--- src/rtl/vga_timing_controller.sv ---
// ---------------------------------------------------------------------------
// vga_timing_controller
//
// Generates the raster scan for the VGA output path. Two counters step
// through every pixel of every line. HSYNC, VSYNC and the line/frame strobes
// are decoded from those counter values.
//
// RUN starts the raster. When RUN drops, the scan stops only after the
// current frame finishes, so the monitor never sees a truncated frame.
//
// All outputs are registered. Each output describes the counter value that
// is presented in the same cycle.
//
// Ports:
//   PIX_CLK      in   1   pixel clock, rising edge
//   RST_N        in   1   asynchronous active-low reset
//   RUN          in   1   level request to scan (0 = stop at end of frame)
//   ACTIVE       out  1   high while RUNNING or STOPPING
//   HORIZONTAL   out  11  pixel column, 0..H_TOTAL-1
//   VERTICAL     out  11  line, 0..V_TOTAL-1
//   HSYNC        out  1   horizontal sync, active level H_POL
//   VSYNC        out  1   vertical sync, active level V_POL
//   LINE_START   out  1   one-cycle strobe at HORIZONTAL == 0
//   FRAME_START  out  1   one-cycle strobe at (0,0)
//   FRAME_CNT    out  16  completed-frame counter (wraps at 2^16)
// ---------------------------------------------------------------------------
module vga_timing_controller #(
    parameter int H_RES  = 1024,
    parameter int H_FP   = 24,
    parameter int H_SYNC = 136,
    parameter int H_BP   = 160,
    parameter int V_RES  = 768,
    parameter int V_FP   = 3,
    parameter int V_SYNC = 6,
    parameter int V_BP   = 29,
    parameter bit H_POL  = 1'b0,
    parameter bit V_POL  = 1'b0
) (
    input  logic        PIX_CLK,
    input  logic        RST_N,
    input  logic        RUN,
    output logic        ACTIVE,
    output logic [10:0] HORIZONTAL,
    output logic [10:0] VERTICAL,
    output logic        HSYNC,
    output logic        VSYNC,
    output logic        LINE_START,
    output logic        FRAME_START,
    output logic [15:0] FRAME_CNT
);

    localparam int H_TOTAL = H_RES + H_FP + H_SYNC + H_BP;
    localparam int V_TOTAL = V_RES + V_FP + V_SYNC + V_BP;

    // The 11-bit counters can only cover totals up to 2048.
    if (H_TOTAL > 2048 || V_TOTAL > 2048) begin : g_bad_totals
        $error("vga_timing_controller: H_TOTAL/V_TOTAL exceed 2048");
    end

    localparam logic [10:0] H_LAST = 11'(H_TOTAL - 1);
    localparam logic [10:0] V_LAST = 11'(V_TOTAL - 1);

    // Sync windows are half-open [start, end).
    // The window ends are widened to 12 bits because a window can end at 2048.
    localparam logic [11:0] H_SYNC_START = 12'(H_RES + H_FP);
    localparam logic [11:0] H_SYNC_END   = 12'(H_RES + H_FP + H_SYNC);
    localparam logic [11:0] V_SYNC_START = 12'(V_RES + V_FP);
    localparam logic [11:0] V_SYNC_END   = 12'(V_RES + V_FP + V_SYNC);

    typedef enum logic [1:0] {
        S_IDLE     = 2'd0,
        S_RUNNING  = 2'd1,
        S_STOPPING = 2'd2
    } state_e;

    state_e      state_q, state_d;
    logic [10:0] h_q, h_d;
    logic [10:0] v_q, v_d;
    logic        active_q;
    logic        hsync_q;
    logic        vsync_q;
    logic        line_start_q;
    logic        frame_start_q;
    logic [15:0] frame_cnt_q;

    logic        end_of_line;
    logic        end_of_frame;
    logic        frame_done;
    logic        scan_d;

    // True when pos lies in the half-open window [lo, hi).
    function automatic logic in_window(input logic [10:0] pos,
                                       input logic [11:0] lo,
                                       input logic [11:0] hi);
        return ({1'b0, pos} >= lo) && ({1'b0, pos} < hi);
    endfunction

    // Next-state and next-counter decode.
    // In IDLE the counters are forced to 0. Leaving IDLE therefore always
    // presents (0,0) on the first scanning cycle.
    always_comb begin
        end_of_line  = (h_q == H_LAST);
        end_of_frame = end_of_line && (v_q == V_LAST);
        state_d      = state_q;
        h_d          = 11'd0;
        v_d          = 11'd0;
        frame_done   = 1'b0;

        case (state_q)
            S_IDLE: begin
                if (RUN) begin
                    state_d = S_RUNNING;
                end
            end

            S_RUNNING, S_STOPPING: begin
                h_d        = end_of_line ? 11'd0 : h_q + 11'd1;
                v_d        = end_of_line ? (end_of_frame ? 11'd0 : v_q + 11'd1) : v_q;
                frame_done = end_of_frame;

                if (state_q == S_RUNNING) begin
                    if (!RUN) begin
                        state_d = S_STOPPING;
                    end
                end else begin
                    // A re-raised RUN wins over the frame boundary.
                    // The scan then simply wraps and keeps running.
                    if (RUN) begin
                        state_d = S_RUNNING;
                    end else if (end_of_frame) begin
                        state_d = S_IDLE;
                    end
                end
            end

            default: begin
                state_d = S_IDLE;
            end
        endcase

        scan_d = (state_d != S_IDLE);
    end

    // All outputs are decoded from the next counter values and then
    // registered. Each registered output therefore lines up with the counter
    // value it describes, and no combinational path reaches a pin.
    always_ff @(posedge PIX_CLK or negedge RST_N) begin
        if (!RST_N) begin
            state_q       <= S_IDLE;
            h_q           <= 11'd0;
            v_q           <= 11'd0;
            active_q      <= 1'b0;
            hsync_q       <= ~H_POL;
            vsync_q       <= ~V_POL;
            line_start_q  <= 1'b0;
            frame_start_q <= 1'b0;
            frame_cnt_q   <= 16'd0;
        end else begin
            state_q       <= state_d;
            h_q           <= h_d;
            v_q           <= v_d;
            active_q      <= scan_d;
            line_start_q  <= scan_d && (h_d == 11'd0);
            frame_start_q <= scan_d && (h_d == 11'd0) && (v_d == 11'd0);
            hsync_q       <= (scan_d && in_window(h_d, H_SYNC_START, H_SYNC_END)) ? H_POL : ~H_POL;
            // v_d only changes when h_d wraps to 0.
            // VSYNC therefore moves on the line boundary.
            vsync_q       <= (scan_d && in_window(v_d, V_SYNC_START, V_SYNC_END)) ? V_POL : ~V_POL;
            if (frame_done) begin
                frame_cnt_q <= frame_cnt_q + 16'd1;
            end
        end
    end

    assign ACTIVE      = active_q;
    assign HORIZONTAL  = h_q;
    assign VERTICAL    = v_q;
    assign HSYNC       = hsync_q;
    assign VSYNC       = vsync_q;
    assign LINE_START  = line_start_q;
    assign FRAME_START = frame_start_q;
    assign FRAME_CNT   = frame_cnt_q;

endmodule
--- config.mk ---
export PLATFORM = sky130hd
export DESIGN_NAME = vga_timing_controller
export DESIGN_NICKNAME = d
export VERILOG_FILES = /design/src/rtl/vga_timing_controller.sv
export SDC_FILE = /design/constraint.sdc
export NUM_CORES = 1
export LEC_CHECK = 0
export CAP_MARGIN = 0
export CORE_ASPECT_RATIO = 0.6
export CORE_MARGIN = 5
export CORE_UTILIZATION = 53
export CTS_BUF_LIST = sky130_fd_sc_hd__clkbuf_16
export CTS_CLUSTER_DIAMETER = 40
export DETAILED_ROUTE_END_ITERATION = 10
export GPL_ROUTABILITY_DRIVEN = 0
export PLACE_DENSITY = 0.84
export SKIP_CTS_REPAIR_TIMING = 1
export SLEW_MARGIN = 20
export SYNTH_ARGS = -nofsm -noshare
export SYNTH_HDL_FRONTEND = slang
export SYNTH_SLANG_ARGS = --single-unit
--- constraint.sdc ---
create_clock -name PIX_CLK -period 2.6 [get_ports PIX_CLK]
set_input_delay 0.26 -clock PIX_CLK [delete_from_list [all_inputs] [get_ports PIX_CLK]]
set_output_delay 0.26 -clock PIX_CLK [all_outputs]
set_load 0.01 [all_outputs]
==> results of run 1 <==
## placed cells by master, fill, tap and decap left out, types with 3 or more instances in the layout
cell type / instances
clkdlybuf4s50_1: 44
dfrtp_1: 43
nor2_1: 34
nand2_1: 28
xnor2_1: 19
buf_4: 18
nand3_1: 16
xor2_1: 11
inv_1: 10
nand4_1: 9
a21oi_1: 9
ha_1: 7
or3_1: 5
nor4_1: 5
clkbuf_16: 5
nand2b_1: 4
nor3_1: 4
o21ai_0: 4
and4_1: 3
and3_1: 3
mux2i_1: 3
mux2_2: 3
## layer usage
layer	vias up	part of all wire [%]	GRT usage [%]
met1	1101	48	30.9
met3	10	6.5	5.04
met5	-	0	0
met2	79	44	31.6
li1	1090	-	-
met4	0	1.0	4.37
## cells in the mapped netlist, types with 2 or more instances
library cell,n,area (sq um)
dfrtp_1,43,1080
nor2_1,34,128
nand2_1,28,105
xnor2_1,20,175
nand3_1,16,80.1
xor2_1,11,96.3
a21oi_1,9,45.0
inv_1,9,33.8
nand4_1,9,56.3
ha_1,7,87.6
nor3_1,6,30.0
clkbuf_1,5,18.8
nor4_1,5,31.3
or3_1,5,31.3
nand2b_1,4,25.0
o21ai_0,4,20.0
and3_1,3,18.8
and4_1,3,26.3
mux2_2,3,33.8
mux2i_1,3,30.0
and4b_1,2,20.0
buf_6,2,22.5
dfstp_2,2,52.6
nand3b_1,2,15.0
nor2b_1,2,12.5
o211ai_1,2,15.0
o221ai_1,2,17.5
o31a_1,2,17.5
or2_2,2,12.5
## registers in the layout, indices dropped and copies added (netlist names)
name	flops
VERTICAL	11
FRAME_CNT	16
ACTIVE	1
state_q	2
FRAME_START	1
VSYNC	1
LINE_START	1
HORIZONTAL	11
HSYNC	1
## area by class of cell
| class | count | area (sq um) | share of cell area [%] |
|---|---|---|---|
| sequential | 45 | 1130 | 32.9 |
| inverter | 10 | 37.5 | 1.09 |
| multi-input combinational | 209 | 1450 | 42.2 |
| clock buffer | 5 | 125 | 3.65 |
| tap | 63 | 78.8 | 2.30 |
| timing repair buffer | 62 | 576 | 16.8 |
| clock inverter | 3 | 37.5 | 1.09 |
## cell families (layout without fill, tap and decap cells)
group                    after synthesis  in the layout  synth area share [%]
adder cells (fa/ha/maj)                7              7                  3.34
XOR/XNOR                              31             31                  10.4
buffers and inverters                 18             80                  3.20
multiplexers                           6              6                  2.43
flip-flops                            45             45                  43.0
AND/OR/NAND/NOR                      129            129                  26.5
AO/OA/AOI/OAI                         36             36                  11.2
## metrics by stage
step	setup TNS, ns	utilization, %	power (mW)	cells	hold slack, ns
CTS	-0.0196	72.4	2.33	397	0.185
global route	-0.00799	73.2	2.46	397	0.0372
detailed placement	0	68.9	1.62	389	0.473
finish	0	73.2	2.34	397	-0.0279
floorplan	0	-	1.29	272	-0.0356
global placement	0	68.9	1.59	389	0.463
## final timing paths
| check | cells after the start | start | to |
|---|---|---|---|
| worst max-delay path | 7 | HORIZONTAL[6] | FRAME_START |
| max in group asynchronous | 1 | RST_N | VERTICAL[4] |
| min in group PIX_CLK | 1 | FRAME_CNT[15] | FRAME_CNT[15] |
| worst min-delay path | 1 | RST_N | VERTICAL[9] |
| worst max register to register | 7 | HORIZONTAL[6] | FRAME_START |
| worst min register to register | 1 | FRAME_CNT[15] | FRAME_CNT[15] |
## worst max-delay path, delay by kind of cell (launching register included)
family                    cells  cell delay (ns)
AOI/OAI and AO/OA             1             0.15
DFF                           1             0.37
xor gates and xnor gates      1             0.19
and+or+nand+nor               4             1.52
buffers and inverters         1             0.17
## power groups by stage
stage / Clock, mW / Combinational, mW / Sequential (mW)
floorplan: 0 / 0.453 / 0.839
global placement: 0 / 0.784 / 0.805
detailed placement: 0 / 0.811 / 0.807
CTS: 0.709 / 0.827 / 0.795
global route: 0.739 / 0.918 / 0.801
finish: 0.699 / 0.844 / 0.795
==> results by group, run 1 <==
Drt
  – Initial DRC count: 201
  – Drt drc: 0
  – DR pass1 iterations: 4
  – Post-route ant nets: 0
  – Drt total wl: approximately 6.6 mm
  – Post-DR vias/cell: roughly 5.7
  – Routed length per placed instance: ~17 microns
  – Vias: approximately 2300

Pwr
  – Switching part of the total: between 30% and 40%
  – Int Power: between 1.5 and 2 mW
  – Sequential power share: around a third
  – Comb pwr share: a little over a third
  – Clk pwr share: roughly 30%
  – Pwr/cell area: 682 nW/um^2
  – Switching component of the power: a little under 0.8 mW
  – Leakage: between 1 and 1.5 nW
  – VDD IR-drop max: about 0.00042 V

Clock tree
  – Root Buffer: clkbuf_16
  – Clk_lat worst skew: 0.28 ns
  – Clock sink total: 45
  – Clk slew on worst S/H paths: roughly 0.06 ns
  – CTS tree: built
  – Maximum clock path buffer count: 2
  – CTS H-tree lvls: 2
  – CTS buffer count: 5

Setup path
  – Ordered cell list for the critical path: buf_4, or3_1, or4_4, nor3_2, xnor2_2, a31oi_2, nor4bb_4
  – Crit path kind: reg -> reg
  – CP max stage cell: or4_4
  – Max stage delay on crit path: around 0.48 ns
  – CP required: 2.78 ns
  – Reg2Reg Setup Slack: 0.09 ns
  – Critical path capture point type: register
  – Setup crit start kind: register
  – Largest fanout on the critical path: 10
  – Worst path arrival time: around 2.7 ns

Timing
  – Clock skew: 0.00641 ns
  – Tmin final: approximately 2.5 ns
  – Setup Viol. Count Final: 0
  – Slew headroom: 61.6%
  – Final Hold Fails: 39
  – Worst slew pin tran: around 0.58 ns
  – Worst hold slack: -0.0279 ns
  – Fin. max-slew vios: 0
  – Final worst slack: between 0.08 and 0.09 ns
  – Final period utilization: a little over nine tenths
  – Fmax: about 0.4 GHz

Global routing
  – Antenna violations before repair: 0
  – Vias in the first global route: roughly 2200
  – Tot GR Track Use: 21.0%
  – GRT Residual Overflow: 0
  – First-pass GRT wire length: 10.9 mm
  – Pin count of the biggest net entering global routing: 46

Floorplanning
  – Die area: 6500 sq um
  – Cell row count: 19
  – IO Pins: 46
  – Die span in y: between 60 and 70 microns
  – Die width: approximately 100 microns
  – CORE AREA: about 4700 sq um
  – Starting density of the core: 56.0%

Status
  – Status: complete, but fails checks
  – Failing checks: hold timing

Synthesis
  – Post-Syn Instances: between 200 and 300
  – Synth warn: 0
  – Avg Inst Size Synth: around 9.6 sq um
  – Post-synth EDFFs: 0
  – Synth Net Count: about 280
  – Async SR Flop Fraction: 100%
  – Mapped Area: between 2000 and 3000 sq um
  – Netlist cell types: 56
  – Ys flop type: dfrtp_1
  – Seq cells post-synth: 45
  – Register area share after synthesis: 43.0%

Place
  – Place WS: 0.101 ns
  – Final HPWL DP: ~4.8 mm
  – Placed cell area: 3230 sq um
  – Port-buffer cells: 45

Layout
  – Cell area after layout: roughly 3400 sq um
  – Nets: approximately 340
  – Layout cells sized above 1: between 10 and 15%
  – Fill count: 324
  – Antenna diode count: 0
  – Area delta synth->final: 30.7%

Job
  – Max cap viols: 0

Hold path
  – Worst min-delay path category: in -> async
Power figures use the tool's default switching activity.
==> inputs of run 2 (changes only) <==
CELL_PAD_IN_SITES_DETAIL_PLACEMENT = 1   (was not set)
CELL_PAD_IN_SITES_GLOBAL_PLACEMENT = 1   (was not set)
CORE_UTILIZATION = 40   (was 53)
PLACE_DENSITY = 0.83   (was 0.84)
==> results by group, run 2 (synthesized netlist as in run 1, its figures left out) <==
Status
  – Status: complete, but fails checks
  – Failing checks: hold timing

Timing
  – Fin. max-slew vios: 0 (unchanged)
  – Setup_tns: 0 ns (unchanged)
  – Slew headroom: 60.3% (-1.3 points)
  – Clock skew: 0.00726 ns (+0.000852 ns)
  – Final worst slack: 0.0574 ns (-0.0283 ns)
  – Tmin final: 2.54 ns (+0.0283 ns)
  – Fmax: 0.393 GHz (-1.1%)
  – Worst hold slack: -0.0252 ns (+0.00269 ns)
  – Setup Viol. Count Final: 0 (unchanged)
  – Final Hold Fails: 26 (-33%)
  – Worst slew pin tran: 0.596 ns (+0.0198 ns)
  – Final period utilization: 97.8% (+1.1 points)

Drt
  – Drt total wl: 7.98 mm (+22%)
  – Vias: 2364 (+3.7%)
  – Post-route ant nets: 0 (unchanged)
  – DR pass1 iterations: 4 (unchanged)
  – Post-DR vias/cell: 5.56 (-3.1%)
  – Routed length per placed instance: 18.8 microns (+14%)
  – Drt drc: 0 (unchanged)
  – Initial DRC count: 130 (-35%)

Setup path
  – Worst path arrival time: 2.72 ns (+0.02 ns)
  – Critical path buffer and inverter count: 3 (+2)
  – Setup crit start kind: register
  – Delay-heaviest family, CP: simple AND/OR/NAND/NOR gates
  – Largest fanout on the critical path: 11 (+1)
  – Crit path kind: reg -> reg
  – Ordered cell list for the critical path: or3b_4, or4_4, buf_4, o211ai_1, o2111a_2, nor4_2, buf_4, buf_4
  – CP required: 2.78 ns (about the same)
  – CP max stage cell: or4_4
  – CP most frequent cell: buf_4
  – Max stage delay on crit path: 0.50 ns (+0.02 ns)
  – Critical path capture point type: register

Layout
  – Layout cells sized above 1: 15.5% (+0.87 points)
  – Nets: 350 (+2.0%)
  – Most frequent cells in the layout: clkdlybuf4s50_1 (44), dfrtp_1 (43), nor2_1 (34)
  – Antenna diode count: 0 (unchanged)
  – Most common cell after layout, fill and taps aside: clkdlybuf4s50_1
  – Finished Layout Cells: 425 (+7.1%)
  – Area delta synth->final: 32.2%
  – Max FFs per register: 16 (unchanged)
  – Finished Core Util: 55.5% (-18 points)
  – Fill count: 711 (+120%)

Floorplanning
  – Starting density of the core: 42.0% (-14 points)
  – Die width: 115 microns (+14%)
  – CORE AREA: 6250 sq um (+33%)
  – IO Pins: 46 (unchanged)
  – Die span in y: 72.7 microns (+13%)
  – Die area: 8330 sq um (+28%)
  – Cell row count: 22 (+3)

Global routing
  – Vias in the first global route: 2447 (+9.9%)
  – Tot GR Track Use: 19.6% (-1.4 points)
  – GRT Residual Overflow: 0 (unchanged)
  – First-pass GRT wire length: 13.0 mm (+19%)
  – Antenna violations before repair: 0 (unchanged)
  – Pin count of the biggest net entering global routing: 46 (unchanged)

Hold path
  – Worst min-delay path category: in -> async

Clock tree
  – CTS H-tree lvls: 2 (unchanged)
  – CTS tree: built
  – Maximum clock path buffer count: 2 (unchanged)
  – CTS buffer count: 5 (unchanged)
  – Root Buffer: clkbuf_16
  – Clk_lat worst skew: 0.28 ns (about the same)
  – Clk slew on worst S/H paths: 0.07 ns (about the same)
  – Clock sink total: 45 (unchanged)

Pwr
  – Overall power: 2.38 mW (+1.8%)
  – Leakage: 1.45 nW (+1.4%)
  – VDD IR-drop max: 0.000542 V (+30%)
  – Pwr/cell area: 687 nW/um^2 (+0.67%)

Place
  – Final HPWL DP: 5.93 mm (+24%)
  – Port-buffer cells: 45 (unchanged)
  – Place WS: -0.0808 ns (-0.182 ns)
  – Placed insts: 416 (+6.9%)

Job
  – Max cap viols: 0 (unchanged)
==> run 2: metrics by stage <==
stage	area, sq um	hold slack, ns
4_1_cts	3440	0.200
5_1_grt	3470	0.0231
2_1_floorplan	2620	-0.0356
3_5_place_dp	3300	0.498
6_report	3470	-0.0252
3_3_place_gp	3300	0.464
==> run 2: routing by layer <==
| layer | track usage [%] | part of all wire, % |
|---|---|---|
| met5 | 0 | 0 |
| met4 | 4.35 | 0.83 |
| met3 | 4.39 | 6.0 |
| met2 | 31.2 | 45 |
| met1 | 27.3 | 48 |
==> run 2: worst paths after layout <==
| kind | startpoint | end | slack, ns | depth (start not counted) |
|---|---|---|---|---|
| hold reg to reg | FRAME_CNT[15] | FRAME_CNT[15] | 0.50 | 1 |
| setup / recovery | HORIZONTAL[7] | LINE_START | 0.06 | 8 |
| hold / removal | RST_N | FRAME_START | -0.03 | 1 |
| setup reg to reg | HORIZONTAL[7] | LINE_START | 0.06 | 8 |
| min in group PIX_CLK | FRAME_CNT[15] | FRAME_CNT[15] | 0.50 | 1 |
| max in group asynchronous | RST_N | FRAME_CNT[11] | 2.21 | 1 |
==> run 2: power breakdown <==
part | internal (mW) | switching, mW
Combinational | 0.430 | 0.539
Sequential | 0.760 | 0.0348
Clock | 0.348 | 0.268
==> run 2: area by class of cell <==
class | instances | area (sq um) | area share, %
Clock buffer | 5 | 125 | 3.61
Clock inverter | 3 | 12.5 | 0.361
Inverter | 10 | 37.5 | 1.08
Multi-Input combinational cell | 209 | 1430 | 41.2
Sequential cell | 45 | 1130 | 32.6
Tap cell | 84 | 105 | 3.03
Timing Repair Buffer | 69 | 628 | 18.1
==> inputs of run 3 (changes only) <==
CAP_MARGIN = 20   (was 0)
MAX_ROUTING_LAYER = met4   (was not set)
==> results by group, run 3 (synthesized netlist as in run 1, its figures left out) <==
Floorplanning
  – Starting density of the core: 42.0% (unchanged)
  – Die width: 115 microns (unchanged)
  – Cell row count: 22 (unchanged)
  – IO Pins: 46 (unchanged)
  – CORE AREA: 6250 sq um (unchanged)
  – Die span in y: 72.7 microns (unchanged)
  – Die area: 8330 sq um (unchanged)

Setup path
  – Delay-heaviest family, CP: simple AND/OR/NAND/NOR gates
  – R2R depth: 8 (unchanged)
  – Critical path buffer and inverter count: 3 (unchanged)
  – CP max stage cell: or4_4
  – Reg-to-reg endpoint: LINE_START
  – Max stage delay on crit path: 0.51 ns (about the same)
  – Worst path arrival time: 2.72 ns (about the same)
  – Setup crit start kind: register
  – Critical R2R Launch: HORIZONTAL[6]
  – Largest fanout on the critical path: 11 (unchanged)
  – CP startpoint: HORIZONTAL[6]
  – Critical path capture point type: register
  – Reg2Reg Setup Slack: 0.06 ns (about the same)
  – Ordered cell list for the critical path: or3b_4, or4_4, buf_4, o211ai_1, o2111a_2, nor4_2, buf_4, buf_4
  – CP most frequent cell: buf_4
  – CP required: 2.78 ns (about the same)
  – Crit path kind: reg -> reg
  – Critical path endpoint: LINE_START
  – Levels on crit path: 8 (unchanged)

Clock tree
  – CTS buffer count: 5 (unchanged)
  – Root Buffer: clkbuf_16
  – Clock sink total: 45 (unchanged)
  – CTS tree: built
  – Clk_lat worst skew: 0.29 ns (about the same)
  – CTS H-tree lvls: 2 (unchanged)
  – Clk slew on worst S/H paths: 0.07 ns (about the same)
  – Maximum clock path buffer count: 2 (unchanged)

Drt
  – Drt total wl: 7.94 mm (-0.56%)
  – Vias: 2385 (+0.89%)
  – Post-DR vias/cell: 5.61 (+0.89%)
  – Routed length per placed instance: 18.7 microns (-0.56%)
  – Drt drc: 0 (unchanged)
  – DR pass1 iterations: 5 (+1)
  – Post-route ant nets: 0 (unchanged)
  – Initial DRC count: 149 (+15%)

Timing
  – Clock skew: 0.00611 ns (-0.00115 ns)
  – Setup_tns: 0 ns (unchanged)
  – Fin. max-slew vios: 0 (unchanged)
  – Worst hold slack: -0.0250 ns (+0.000250 ns)
  – Final period utilization: 97.5% (-0.27 points)
  – Setup Viol. Count Final: 0 (unchanged)
  – Slew headroom: 60.2% (about the same)
  – Worst slew pin tran: 0.597 ns (+0.000863 ns)
  – Tmin final: 2.54 ns (-0.00708 ns)
  – Final worst slack: 0.0644 ns (+0.00708 ns)
  – Final Hold Fails: 41 (+58%)
  – Fmax: 0.394 GHz (+0.28%)

Global routing
  – Tot GR Track Use: 20.2% (+0.57 points)
  – Antenna violations before repair: 0 (unchanged)
  – First-pass GRT wire length: 13.0 mm (unchanged)
  – GRT Residual Overflow: 0 (unchanged)
  – Vias in the first global route: 2441 (-0.25%)
  – Pin count of the biggest net entering global routing: 46 (unchanged)

Layout
  – Nets: 350 (unchanged)
  – Most common cell after layout, fill and taps aside: clkdlybuf4s50_1
  – Max FFs per register: 16 (unchanged)
  – Antenna diode count: 0 (unchanged)
  – Most frequent cells in the layout: clkdlybuf4s50_1 (44), dfrtp_1 (43), nor2_1 (34)
  – Finished Layout Cells: 425 (unchanged)
  – Layout cells sized above 1: 15.5% (unchanged)
  – Cell area after layout: 3470 sq um (unchanged)
  – Area delta synth->final: 32.2% (unchanged)
  – Finished Core Util: 55.5% (unchanged)

Pwr
  – Int Power: 1.54 mW (about the same)
  – Sequential power share: 33.4% (about the same)
  – Switching part of the total: 35.3% (-0.092 points)
  – Leakage: 1.45 nW (unchanged)
  – Switching component of the power: 0.838 mW (-0.41%)
  – Pwr/cell area: 686 nW/um^2 (-0.15%)
  – Overall power: 2.38 mW (-0.15%)
  – Comb pwr share: 40.6% (about the same)
  – Clk pwr share: 26.0% (about the same)
  – VDD IR-drop max: 0.000534 V (-1.4%)

Status
  – Status: complete, but fails checks
  – Failing checks: hold timing

Place
  – Place WS: -0.0808 ns (unchanged)
  – Port-buffer cells: 45 (unchanged)
  – Placed insts: 416 (unchanged)
  – Final HPWL DP: 5.93 mm (unchanged)
  – Placed cell area: 3300 sq um (unchanged)

Hold path
  – Worst min-delay path category: in -> async

Job
  – Max cap viols: 0 (unchanged)
run 3: cell counts in the layout (fill, tap and decap cells not counted):
No cell type changed its count.
run 3: per-layer routing:
metal | up-vias | share of wire (%) | global-route usage, %
li1 | 1102 | - | -
met4 | 0 | 0.83 | 4.35
met1 | 1209 | 49 | 27.5
met3 | 10 | 4.9 | 3.98
met2 | 64 | 45 | 31.2
met5 | - | 0 | -
run 3: cell type report:
class	instances	area, sq um
Inverter	10	37.5
Timing Repair Buffer	69	628
Sequential cell	45	1130
Tap cell	84	105
Multi-Input combinational cell	209	1430
Clock inverter	3	12.5
Clock buffer	5	125
Fill cell	711	2780
run 3: power by group through the flow:
stage / Combinational (mW) / Clock [mW] / Sequential (mW)
2_1_floorplan: 0.453 / 0 / 0.839
3_3_place_gp: 0.858 / 0 / 0.803
3_5_place_dp: 0.896 / 0 / 0.809
4_1_cts: 0.913 / 0.628 / 0.796
5_1_grt: 1.04 / 0.665 / 0.799
6_report: 0.965 / 0.617 / 0.795
run 3: worst min-delay path by stage:
stage	startpoint	endpoint	slack, ns	depth (start not counted)
finish	RST_N	FRAME_START	-0.02	1
global route	RST_N	VERTICAL[5]	0.02	1
CTS	RST_N	VERTICAL[5]	0.20	1
detailed placement	RST_N	VERTICAL[5]	0.50	1
global placement	FRAME_CNT[15]	FRAME_CNT[15]	0.46	1
floorplan	RST_N	ACTIVE	-0.04	0
